### src/rtl/cs_lookup_ctrl.sv
// cs_lookup_ctrl
// ---------------------------------------------------------------------------
// Decode-stage sequencer in front of the 64x23 synchronous-read ControlStore.
// Requests (6-bit address + tag) are forwarded to the ROM unconditionally;
// the ROM data returning one cycle after a fired request is captured, along
// with its tag, into a small result FIFO. Credit-based flow control ensures
// the FIFO never overflows. A flush (or reset) cancels everything buffered
// and in flight.
//
// Ports
//   clk        clock, rising edge
//   reset      synchronous active-high reset
//   flush      discard buffered and in-flight lookups this cycle
//   in_valid   request present
//   in_ready   request accepted on in_valid && in_ready
//   in_addr    control-store address of the request
//   in_tag     tag travelling with the request
//   cs_addr    address to ControlStore (mirrors in_addr)
//   cs_bits    ControlStore read data, valid one cycle after the address
//   out_valid  result available at FIFO head
//   out_ready  consumer accepts head on out_valid && out_ready
//   out_bits   head control bits (0 when out_valid = 0)
//   out_tag    head tag (0 when out_valid = 0)
//   busy       a lookup is in flight or a result is waiting
// ---------------------------------------------------------------------------
module cs_lookup_ctrl #(
    parameter int TAG_W = 16,
    parameter int DEPTH = 3
) (
    input  logic             clk,
    input  logic             reset,
    input  logic             flush,
    input  logic             in_valid,
    output logic             in_ready,
    input  logic [5:0]       in_addr,
    input  logic [TAG_W-1:0] in_tag,
    output logic [5:0]       cs_addr,
    input  logic [22:0]      cs_bits,
    output logic             out_valid,
    input  logic             out_ready,
    output logic [22:0]      out_bits,
    output logic [TAG_W-1:0] out_tag,
    output logic             busy
);

    localparam int PTR_W = (DEPTH > 1) ? $clog2(DEPTH) : 1;
    localparam int CNT_W = $clog2(DEPTH + 1);

    // Result storage
    logic [22:0]      mem_bits [DEPTH];
    logic [TAG_W-1:0] mem_tag  [DEPTH];

    logic [PTR_W-1:0] rd_ptr_reg, rd_ptr_next;
    logic [PTR_W-1:0] wr_ptr_reg, wr_ptr_next;
    logic [CNT_W-1:0] count_reg, count_next;
    logic             inflight_reg, inflight_next;
    logic [TAG_W-1:0] inflight_tag_reg, inflight_tag_next;

    logic             fire;
    logic             push;
    logic             pop;
    logic             clear;
    logic [CNT_W:0]   credit_used;

    function automatic logic [PTR_W-1:0] ptr_inc(input logic [PTR_W-1:0] p);
        return (p == PTR_W'(DEPTH - 1)) ? '0 : p + 1'b1;
    endfunction

    // The ROM is read every cycle; only fired addresses are ever captured.
    assign cs_addr = in_addr;

    // Credit counts both buffered results and the one still in the ROM, so a
    // capture can never find the FIFO full. Purely registered state plus the
    // reset/flush inputs; out_ready deliberately does not feed in_ready.
    assign credit_used = {1'b0, count_reg} + {{CNT_W{1'b0}}, inflight_reg};
    assign in_ready    = !reset && !flush && (credit_used < (CNT_W+1)'(DEPTH));

    assign clear     = reset || flush;
    assign out_valid = !reset && (count_reg != '0);
    assign fire      = in_valid && in_ready;
    assign push      = inflight_reg && !clear;
    // A pop in a flush cycle still completes; the clear then empties the rest.
    assign pop       = out_valid && out_ready;

    assign out_bits = out_valid ? mem_bits[rd_ptr_reg] : '0;
    assign out_tag  = out_valid ? mem_tag[rd_ptr_reg]  : '0;
    assign busy     = !reset && (inflight_reg || (count_reg != '0));

    always_comb begin
        rd_ptr_next       = rd_ptr_reg;
        wr_ptr_next       = wr_ptr_reg;
        count_next        = count_reg;
        inflight_next     = fire;
        inflight_tag_next = inflight_tag_reg;

        if (fire) begin
            inflight_tag_next = in_tag;
        end
        if (push) begin
            wr_ptr_next = ptr_inc(wr_ptr_reg);
        end
        if (pop) begin
            rd_ptr_next = ptr_inc(rd_ptr_reg);
        end
        case ({push, pop})
            2'b10:   count_next = count_reg + 1'b1;
            2'b01:   count_next = count_reg - 1'b1;
            default: count_next = count_reg;
        endcase

        if (clear) begin
            rd_ptr_next   = '0;
            wr_ptr_next   = '0;
            count_next    = '0;
            inflight_next = 1'b0;
        end
    end

    always_ff @(posedge clk) begin
        if (reset) begin
            rd_ptr_reg       <= '0;
            wr_ptr_reg       <= '0;
            count_reg        <= '0;
            inflight_reg     <= 1'b0;
            inflight_tag_reg <= '0;
        end else begin
            rd_ptr_reg       <= rd_ptr_next;
            wr_ptr_reg       <= wr_ptr_next;
            count_reg        <= count_next;
            inflight_reg     <= inflight_next;
            inflight_tag_reg <= inflight_tag_next;
        end
    end

    // Storage carries no reset: entries are only visible once counted.
    always_ff @(posedge clk) begin
        if (push) begin
            mem_bits[wr_ptr_reg] <= cs_bits;
            mem_tag[wr_ptr_reg]  <= inflight_tag_reg;
        end
    end

endmodule
### config.mk
export PLATFORM = sky130hd
export DESIGN_NAME = cs_lookup_ctrl
export DESIGN_NICKNAME = d
export VERILOG_FILES = /design/src/rtl/cs_lookup_ctrl.sv
export SDC_FILE = /design/constraint.sdc
export NUM_CORES = 1
export LEC_CHECK = 0
export CORE_UTILIZATION = 55
export CTS_BUF_LIST = sky130_fd_sc_hd__clkbuf_8
export CTS_CLUSTER_DIAMETER = 100
export DETAILED_ROUTE_END_ITERATION = 10
export GPL_TIMING_DRIVEN = 0
export PLACE_DENSITY = 0.89
export SKIP_CTS_REPAIR_TIMING = 1
export SYNTH_ARGS = -nofsm -noshare
export SYNTH_HDL_FRONTEND = slang
export SYNTH_SLANG_ARGS = --single-unit
### constraint.sdc
create_clock -name clk -period 5.7 [get_ports clk]
set_input_delay 1.14 -clock clk [delete_from_list [all_inputs] [get_ports clk]]
set_output_delay 1.14 -clock clk [all_outputs]
set_load 0.01 [all_outputs]
==> After elaboration in Yosys (flattened, before gate mapping) <==
Memory sizes are Yosys's and may differ from the RTL's. A register that Yosys moved wholly into a read port is not among the register bits.
Cells that the tools add are included.
{ "word_totals": {"ff_bits": 23, "ram_bits": 117, "input_bits": 50, "out_inout_bits": 48, "elab_cells": 43, "memories": 2} }
{ "mem_list": {"columns": ["name", "depth", "width", "read_ports", "rd_clocked_by_memory_dff", "wr", "line_no", "text"], "rows": [
  ["mem_bits", 3, 23, 1, 1, 1, "50", "logic [22:0] mem_bits [DEPTH];"],
  ["mem_tag", 3, 16, 1, 1, 1, "51", "logic [TAG_W-1:0] mem_tag [DEPTH];"]
]} }
{ "op_classes": {"n_addsub": 5, "n_lt_le_gt_ge": 1, "eq_ne": 4, "n_mux": 11, "n_reduce_logical": 15} }
{ "ops": {"columns": ["operator", "count"], "rows": [
  ["23-bit 2-to-1 mux", 1],
  ["16-bit 2-to-1 mux", 1],
  ["2-bit 2-to-1 mux", 6],
  ["1-bit logical AND", 7],
  ["2-bit by 1-bit adder with 2-bit output, second input constant", 3],
  ["2-bit equality test, second input constant", 3],
  ["2-bit one-hot mux with 2 select lines", 1],
  ["2-bit nonzero test", 2],
  ["2-bit by 1-bit adder with 3-bit output", 1],
  ["1-bit logical NOT", 3],
  ["3-bit by 2-bit less-than comparator with 1-bit output, second input constant", 1],
  ["2-bit by 1-bit equality test with 1-bit output, second input constant", 1],
  ["1-bit logical OR", 2],
  ["1-bit 2-to-1 mux", 2],
  ["2-bit OR reduction", 1],
  ["2-bit by 1-bit subtractor with 2-bit output, second input constant", 1]
]} }

==> Logic depth before layout (Yosys ltp) <==
Gate-level depths: netlist of run 1.
{ "depth": {"ltp_word": 5, "depth_mapped": 8} }

==> Worst setup path before layout of run 1 <==
OpenSTA, ideal clock, no wires.
{ "synth_path": {"kind": "input to register", "startpoint": "in reset", "endpoint": "mem mem_bits[1][0], enable pin", "arrival_ns": 4.408, "required_time_ns": 5.208, "setup_slack_ns": 0.800, "path_stages": 4, "path_buffers": 1, "cell_sequence": "clkbuf_1 > nor2_1 > nand2_1 > nor3b_1"} }
{ "synth_between": {"elab_chain_cells": 5} }
{ "synth_lines": {"columns": ["element", "line_no", "text"], "rows": [
  ["from (decl)", "31", "input logic reset,"],
  ["1-bit logical OR", "78", "assign clear = reset || flush;"],
  ["1-bit logical NOT", "81", "assign push = inflight_reg && !clear;"],
  ["1-bit logical AND", "81", null],
  ["1-bit 2-to-1 mux", "137", "if (push) begin"],
  ["1-bit 2-to-1 mux (implied by the code)", "138", "mem_bits[wr_ptr_reg] <= cs_bits;"],
  ["to (decl)", "50", null]
]} }
Every way passes these cells.

==> Worst setup path after layout of run 1 <==
{ "layout_path": {"startpoint": "in reset", "endpoint": "out out_bits[17]"} }
{ "layout_between": {"elab_chain_cells": 3} }
{ "layout_lines": {"columns": ["element", "line_no", "text"], "rows": [
  ["1-bit logical NOT", "79", "assign out_valid = !reset && (count_reg != '0);"],
  ["1-bit logical AND", "79", null],
  ["23-bit 2-to-1 mux", "85", "assign out_bits = out_valid ? mem_bits[rd_ptr_reg] : '0;"],
  ["to (decl)", "41", "output logic [22:0] out_bits,"]
]} }
Every way passes these cells.

==> metrics.yaml, run 1 <==
drt:
  drc_errors: 0
  wl_met2_microns: 5460
  drt-met1-wl_microns: 4570
  top_layer: "met4"
  dr_wl_met3_microns: 482
  drt-pass1-iter-count: 4
  routedWlPerCell_microns: 16.8
  drt_wl_total_microns: 10700
  drtIter0Drc: 134
  ant_nets: 0
  num_vias: 3333
  viasPerCell: 5.25
floorplan:
  initial_utilization_pct: 57.3
  die-area_sq_um: 10700
  die_w_microns: 104
  dieHeight_microns: 104
  num_rows: 36
  coreArea_sq_um: 9910
  io_pins: 98
final_layout:
  layout_commonest_cell: "edfxtp_1"
  drive_gt1_share_pct: 22.1
  nNetsFinal: 542
  diodes: 0
  syn_to_final_growth_pct: 29.4
  final_area_sq_um: 7340
  layout_common_cells: "edfxtp_1, clkdlybuf4s50_1, nor2_1"
  fill_cells: 622
  ff_latch_area_sq_um: 4010
  largest_reg_flops: 69
  multi_input_area_sq_um: 1520
critical_path:
  cp-start-kind: "primary input"
  crit_path_end_kind: "primary output"
  crit_fanout: 10
  r2r_slack_ns: 3.24
  arrival_ns: 3.52
  path_class: "primary input to primary output"
  crit_required_ns: 4.56
power_and_ir_drop:
  p_per_area_nw_per_um2: 290
  leakagePower_nw: 2.40
  ir_worst_vdd_mv: 0.152
yosys:
  synthXorXnorAreaFrac_pct: 0.309
  synth-compound-area-share_pct: 3.15
  syn_inst: 369
  synth_nets: 422
  synth-edff-count: 117
  yosysUniqueCellTypes: 28
  synthSimpleGateAreaFrac_pct: 7.41
  syn_area_sq_um: 5680
  synth_top_family_by_area: "multiplexers"
  synthMuxAreaShare_pct: 15.0
  synth_fa_ha_area_share_pct: 0.661
  avgSynthCellArea_sq_um: 15.4
  synth_top_flop_cell: "edfxtp_1"
  yosys_warnings: 0
  ys_async_sr_fraction_pct: 0
  yosysSeqAreaShare_pct: 70.7
  ys_seq_elements: 142
place:
  pre_cts_slack_ns: 1.08
  finalWeightedCongestion: 0.719
  io_buffers: 90
  placed_area_sq_um: 6880
  dpl.hpwl_microns: 7190
cts:
  cts_tree: "yes"
  clkSlewWorstSetupHoldPaths_ns: 0.07
  clock_path_buffers: 2
  clock_latency_ns: 0.43
  cts.sinks: 142
  cts_buffers: 17
  htree_num_levels: 4
  cts_root_buf: "clkbuf_8"
sta:
  setup_viol_count_final: 0
  tns_ns: 0
  timing.fmax_ghz: 0.215
  tightest_slew_ns: 0.865
  post-route-period-util_pct: 81.7
  worst_slack_ns: 1.04
  slew_viol_final: 0
  hold_viol_final: 0
  fin_crit_ns: 4.66
  clock_skew_ns: 0.0108
  rsz0062_at_grt: "no"
  maxSlewHeadroom_pct: 42.1
job:
  cap_violations: 0
global_routing:
  grt_antenna_before_repair: 0
  gr-usage-all-layers_pct: 21.3
  grt_first_pass_wirelength_microns: 17200
  grt-ovfl-total: 0
  grt_max_degree: 17
  grt_pass1_vias: 3424
min_path:
  min-delay-path-class: "flop to flop"
run_status:
  status: "finished clean"
## power by group
part / leakage, nW / switching, mW / internal, mW
Sequential: 1.24 / 0.00830 / 1.13
Clock: 0.229 / 0.376 / 0.535
Combinational: 0.928 / 0.0304 / 0.0479
Total: 2.40 / 0.415 / 1.71
## logic make-up (layout without fill, tap and decap cells)
family / Yosys count / after routing
fa+ha+maj: 3 / 3
buf+inv: 29 / 162
xor+xnor: 2 / 2
compound gates: 24 / 24
flops: 142 / 142
simple gates: 89 / 89
mux: 80 / 80
## cell usage after synthesis, types with 2 or more instances
| master | number | area (sq um) |
|---|---|---|
| mux2i_1 | 40 | 400 |
| nor3b_1 | 2 | 15.0 |
| edfxtp_1 | 117 | 3510 |
| buf_2 | 8 | 40.0 |
| ha_1 | 3 | 37.5 |
| clkbuf_1 | 11 | 41.3 |
| a21oi_1 | 3 | 15.0 |
| nand2_1 | 2 | 7.51 |
| dfxtp_1 | 25 | 500 |
| inv_1 | 2 | 7.51 |
| mux2_2 | 40 | 450 |
| o21ai_2 | 9 | 78.8 |
| nor2_1 | 46 | 173 |
| nor3_1 | 2 | 10.0 |
| o21ai_0 | 10 | 50.1 |
| nand3_1 | 16 | 80.1 |
| buf_4 | 7 | 52.6 |
| nand2b_1 | 16 | 100 |
## layout make-up
type,instances,share of cell area (%)
flip-flops and latches,142,54.7
multi-input cells,198,20.7
repair buffers,101,14.0
clock buffers,18,3.37
clock inverters,14,2.90
well taps,133,2.27
plain buffers,27,2.03
inverters,2,0.102
## worst max-delay path, cell delays in order
cell and delay (ns):
clkdlybuf4s50_1 0.55, clkbuf_1 0.31, o21bai_1 0.36, clkbuf_1 0.47
nor2_1 0.13, clkdlybuf4s50_1 0.55
## per-layer routing
layer / vias to the layer above / global-route usage, %
met5: - / 0
met4: 0 / 10.6
met3: 15 / 4.85
met2: 111 / 36.0
met1: 1609 / 25.9
li1: 1598 / -
## final timing paths
| path | from | end | depth (start not counted) |
|---|---|---|---|
| worst min-delay path | inflight_tag_reg[13] | mem_tag[2][13] | 0 |
| worst min register to register | inflight_tag_reg[13] | mem_tag[2][13] | 0 |
| worst max-delay path | reset | out_bits[17] | 6 |
| worst max register to register | count_reg[0] | count_reg[1] | 6 |
## through the flow
stage | cells | hold WS [ns] | utilization (%) | power, mW
global route | 635 | 0.514 | 74.1 | 2.19
finish | 635 | 0.487 | 74.1 | 2.13
floorplan | 369 | 0.444 | - | 1.19
global placement | 592 | 0.453 | 68.0 | 1.23
detailed placement | 603 | 0.470 | 69.4 | 1.24
CTS | 635 | 0.489 | 74.1 | 2.14
Power figures use the tool's default switching activity.
==> run 2: changes to the inputs <==
- CORE_UTILIZATION: 55 -> 49
- PLACE_DENSITY: 0.89 -> 0.84
- clock period: 5.7 -> 3.8 ns (I/O delays scaled with it)
==> run 2 against run 1 <==
Register-to-register slack got worse by 1.7 ns. Clock skew grew 0.0017 ns. Sequential cell count unchanged. Wire length rose by 1.5%. Core utilization down 7.8 points. First-iteration DRC count is 34% higher. Largest cell class unchanged. Combinational power is 53% higher. Clock power rose by 37%.
==> metrics.yaml, run 2 (synthesized netlist as in run 1, its figures left out) <==
sta:
  setup_viol_count_final: 0  # unchanged
  timing.hold.ws_ns: 0.490  # +0.00284 ns
  hold_viol_final: 0  # unchanged
  maxSlewHeadroom_pct: 37.9  # -4.1 points
  tightest_slew_ns: 0.930  # +0.0645 ns
  clock_skew_ns: 0.0125  # +0.00172 ns
  post-route-period-util_pct: 95.3
  worst_slack_ns: 0.177  # -0.867 ns
  slew_viol_final: 0  # unchanged
  rsz0062_at_grt: "no"
  timing.fmax_ghz: 0.276
  fin_crit_ns: 3.62
critical_path:
  cp_slowest_cell: "a2111oi_4"
  crit_top_cell: "ha_1"
  crit_required_ns: 3.04  # -1.52 ns
  path_buf_inv: 2  # -2
  crit_fanout: 10  # unchanged
  critPathMaxStageDelay_ns: 0.64  # +0.09 ns
  path_depth: 5  # -1
  arrival_ns: 2.86  # -0.66 ns
  r2r_start: "count_reg[0]"
  crit_family: "buffers and inverters"
  r2r_cells: 7  # +1
  path_cells: "ha_1 > ha_1 > a2111oi_4 > buf_2 > clkdlybuf4s50_1"
  path_class: "flop to primary output"
  regToRegEndpoint: "count_reg[1]"
  crit_path_end_kind: "primary output"
  r2r_slack_ns: 1.53  # -1.71 ns
  cp-start-kind: "flop"
final_layout:
  fin_cells: 637  # +0.31%
  syn_to_final_growth_pct: 29.3  # about the same
  layout_common_cells: "edfxtp_1, clkdlybuf4s50_1, nor2_1"
  diodes: 0  # unchanged
  fill_cells: 799  # +28%
  drive_gt1_share_pct: 22.5  # +0.42 points
  layout_commonest_cell: "edfxtp_1"
  final_core_util_pct: 66.3  # -7.8 points
  nNetsFinal: 537  # -0.92%
  largest_reg_flops: 69  # unchanged
drt:
  drt_wl_total_microns: 10800  # +1.5%
  routedWlPerCell_microns: 17.0  # +1.1%
  ant_nets: 0  # unchanged
  drtIter0Drc: 180  # +34%
  num_vias: 3293  # -1.2%
  drc_errors: 0  # unchanged
  viasPerCell: 5.17  # -1.5%
  drt-pass1-iter-count: 4  # unchanged
floorplan:
  dieHeight_microns: 110  # +5.8%
  num_rows: 38  # +5.6%
  io_pins: 98  # unchanged
  die-area_sq_um: 12000  # +12%
  initial_utilization_pct: 51.2  # -6.0 points
  coreArea_sq_um: 11100  # +12%
  die_w_microns: 110  # +5.8%
global_routing:
  gr-usage-all-layers_pct: 19.3  # -2.1 points
  grt_first_pass_wirelength_microns: 16800  # -2.1%
  grt_antenna_before_repair: 0  # unchanged
  grt-ovfl-total: 0  # unchanged
  met1_usage_pct: 23.1  # -2.8 points
  grt_busiest_layer: "met2"
  grt_pass1_vias: 3448  # +0.70%
  grt_max_degree: 17  # unchanged
  grt_use_met2_pct: 33.8  # -2.2 points
  use_met3_pct: 5.28  # +0.43 points
min_path:
  min-delay-path-class: "flop to flop"
  holdPathStages: 0  # unchanged
  hold_end: "mem_tag[2][6]"
  min_from: "inflight_tag_reg[6]"
job:
  cap_violations: 0  # unchanged
power_and_ir_drop:
  p_per_area_nw_per_um2: 420  # +45%
  ir_worst_vdd_mv: 0.230  # +51%
  leakagePower_nw: 2.37  # -1.3%
  fin_total_pwr_mw: 3.08  # +45%
place:
  pre_cts_slack_ns: -0.0997  # -1.18 ns
  place_inst: 605  # +0.33%
  finalWeightedCongestion: 0.737  # +2.5%
  io_buffers: 90  # unchanged
  dpl.hpwl_microns: 7190  # about the same
run_status:
  status: "finished clean"
cts:
  htree_num_levels: 4  # unchanged
  clock_latency_ns: 0.44  # about the same
  cts_tree: "yes"
  cts.sinks: 142  # unchanged
  cts_root_buf: "clkbuf_8"
  clock_path_buffers: 2  # unchanged
  cts_buffers: 17  # unchanged
  clkSlewWorstSetupHoldPaths_ns: 0.08  # about the same
[run 2: area by class of cell]
class | count | area, sq um | area share (%)
Inverter | 2 | 7.51 | 0.102
Clock buffer | 17 | 234 | 3.19
Timing Repair Buffer | 96 | 1030 | 14.0
Clock inverter | 15 | 186 | 2.54
Buffer | 27 | 155 | 2.11
Sequential cell | 142 | 4010 | 54.7
Tap cell | 140 | 175 | 2.39
Multi-Input combinational cell | 198 | 1540 | 21.0
[run 2: per-stage QoR]
stage	setup TNS, ns	instance area [sq um]
3_5_place_dp	-2.40	6910
3_3_place_gp	-125.25	6770
2_1_floorplan	0	5690
5_1_grt	0	7340
6_report	0	7340
4_1_cts	-2.47	7330
[run 2: worst max path at each step]
stage                                end         start
after floorplan           mem_bits[1][0]         reset
after global placement    mem_bits[1][6]         reset
after detailed placement     out_tag[11]         reset
after CTS                    out_tag[11]         reset
after global routing            in_ready  count_reg[0]
final                           in_ready  count_reg[0]
[run 2: layer usage]
layer	up-vias	share of wire, %
met3	10	4.5
met5	-	0
met2	95	51
met1	1603	44
met4	0	0.86
li1	1585	-
[run 2: where the power goes]
| group | leakage (nW) | switching (mW) | internal, mW |
|---|---|---|---|
| Combinational | 0.925 | 0.0481 | 0.0723 |
| Sequential | 1.24 | 0.0118 | 1.70 |
| Clock | 0.202 | 0.595 | 0.660 |
| Total | 2.37 | 0.655 | 2.43 |
==> run 3: changes to the inputs <==
- CORE_UTILIZATION: 49 -> 59
- CTS_CLUSTER_SIZE: default -> 12
- DONT_BUFFER_PORTS: default -> 1
- GPL_TIMING_DRIVEN: 0 -> default
==> run 3 against run 2 <==
Register-to-register slack lost 0.11 ns. Sequential power is essentially flat. Die area shrank 17%. Cell count shrank 20%. Wire length shrank 15%. Critical endpoint unchanged. Largest cell class unchanged.
==> metrics.yaml, run 3 (synthesized netlist as in run 1, its figures left out) <==
critical_path:
  cp-start-kind: "flop"
  path_class: "flop to primary output"
  crit_fanout: 10  # unchanged
  crit_required_ns: 3.04  # about the same
  crit_path_end_kind: "primary output"
  arrival_ns: 2.22  # -0.64 ns
min_path:
  min-delay-path-class: "primary input to flop"
cts:
  clkSlewWorstSetupHoldPaths_ns: 0.08  # about the same
  cts_buffers: 17  # unchanged
  cts_tree: "yes"
  clock_latency_ns: 0.42  # -0.02 ns
  htree_num_levels: 4  # unchanged
  clock_path_buffers: 2  # unchanged
  cts_root_buf: "clkbuf_8"
  cts.sinks: 142  # unchanged
power_and_ir_drop:
  fin_total_pwr_mw: 2.87  # -6.9%
  ir_worst_vdd_mv: 0.305  # +33%
  p_per_area_nw_per_um2: 464  # +11%
  leakagePower_nw: 1.89  # -20%
final_layout:
  largest_reg_flops: 69  # unchanged
  final_core_util_pct: 66.6  # +0.35 points
  nNetsFinal: 423  # -21%
  layout_commonest_cell: "edfxtp_1"
  layout_common_cells: "edfxtp_1, nor2_1, mux2_2, mux2i_1, dfxtp_1"
  syn_to_final_growth_pct: 8.95
  final_area_sq_um: 6180  # -16%
  diodes: 0  # unchanged
  drive_gt1_share_pct: 25.3  # +2.8 points
global_routing:
  grt_use_met2_pct: 32.2  # -1.6 points
  met1_usage_pct: 22.4  # -0.63 points
  grt-ovfl-total: 0  # unchanged
  grt_busiest_layer: "met2"
  use_met3_pct: 7.10  # +1.8 points
  grt_antenna_before_repair: 0  # unchanged
  gr-usage-all-layers_pct: 19.3  # +0.047 points
  grt_pass1_vias: 2855  # -17%
  grt_max_degree: 45  # +28
  grt_first_pass_wirelength_microns: 14000  # -17%
floorplan:
  die_w_microns: 100  # -8.7%
  io_pins: 98  # unchanged
  coreArea_sq_um: 9280  # -16%
  die-area_sq_um: 10000  # -17%
  initial_utilization_pct: 61.1  # +9.9 points
  dieHeight_microns: 100  # -8.7%
  num_rows: 35  # -7.9%
sta:
  clock_skew_ns: 0.00935  # -0.00313 ns
  fin_crit_ns: 2.98  # -0.639 ns
  hold_viol_final: 0  # unchanged
  maxSlewHeadroom_pct: 30.7  # -7.2 points
  slew_viol_final: 0  # unchanged
  timing.fmax_ghz: 0.335  # +21%
  rsz0062_at_grt: "no"
  setup_viol_count_final: 0  # unchanged
  post-route-period-util_pct: 78.5  # -17 points
  tightest_slew_ns: 1.04  # +0.106 ns
  tns_ns: 0  # unchanged
  timing.hold.ws_ns: 0.429  # -0.0609 ns
place:
  io_buffers: 0  # -100%
  finalWeightedCongestion: 0.799  # +8.5%
  placed_area_sq_um: 5800  # -16%
  dpl.hpwl_microns: 5610  # -22%
drt:
  drt_wl_total_microns: 9190  # -15%
  ant_nets: 0  # unchanged
  drt-pass1-iter-count: 5  # +1
  drtIter0Drc: 68  # -62%
  num_vias: 2858  # -13%
  viasPerCell: 5.58  # +8.0%
  drc_errors: 0  # unchanged
  routedWlPerCell_microns: 17.9  # +5.3%
run_status:
  status: "finished clean"
job:
  cap_violations: 0  # unchanged
[run 3: changes by cell type in the layout (fill, tap and decap cells not counted), sizes merged]
cell,change
clkbuf,-10
bufinv,-2
buf,-13
clkinvlp,+2
clkdlybuf4s50,-90
clkinv,-3
inv,+2
[run 3: path summary, 6_finish.rpt]
path	startpoint	to	slack (ns)	cells after the start
worst max-delay path	count_reg[0]	in_ready	0.82	4
worst min-delay path	cs_bits[12]	mem_bits[0][12]	0.43	0
worst max register to register	count_reg[0]	inflight_tag_reg[2]	1.42	6
worst min register to register	inflight_tag_reg[13]	mem_tag[2][13]	0.48	0
[run 3: layout make-up]
cell class                      count  area, sq um
Clock inverter                     14          133
Clock buffer                       18          248
Tap cell                          129          161
Multi-Input combinational cell    198         1550
Fill cell                         664         3100
Inverter                            2         7.51
Timing Repair Buffer                9         67.6
Sequential cell                   142         4020
[run 3: routing by layer]
metal  vias to the layer above  wire (microns)
met5                         -               0
met4                         0              73
met3                         6             570
met2                        85            4680
met1                      1416            3860
li1                       1351               -
[run 3: critical path, cell delays in order, from the launching register on]
cell	delay, ns
dfxtp_1	0.38
ha_1	0.23
ha_1	0.31
a2111oi_4	0.60
buf_4	0.28
[run 3: through the flow]
stage / cells / setup slack (ns)
6_report: 512 / 0.816
5_1_grt: 512 / 0.625
4_1_cts: 512 / 0.779
3_5_place_dp: 480 / 1.26
3_3_place_gp: 480 / 1.29
2_1_floorplan: 369 / 0.625
[run 3: where the power goes]
group | total [mW] | switching (mW) | leakage [nW] | internal [mW]
clock network | 1.12 | 0.575 | 0.181 | 0.545
logic | 0.0414 | 0.0222 | 0.473 | 0.0192
registers | 1.71 | 0.0121 | 1.24 | 1.70
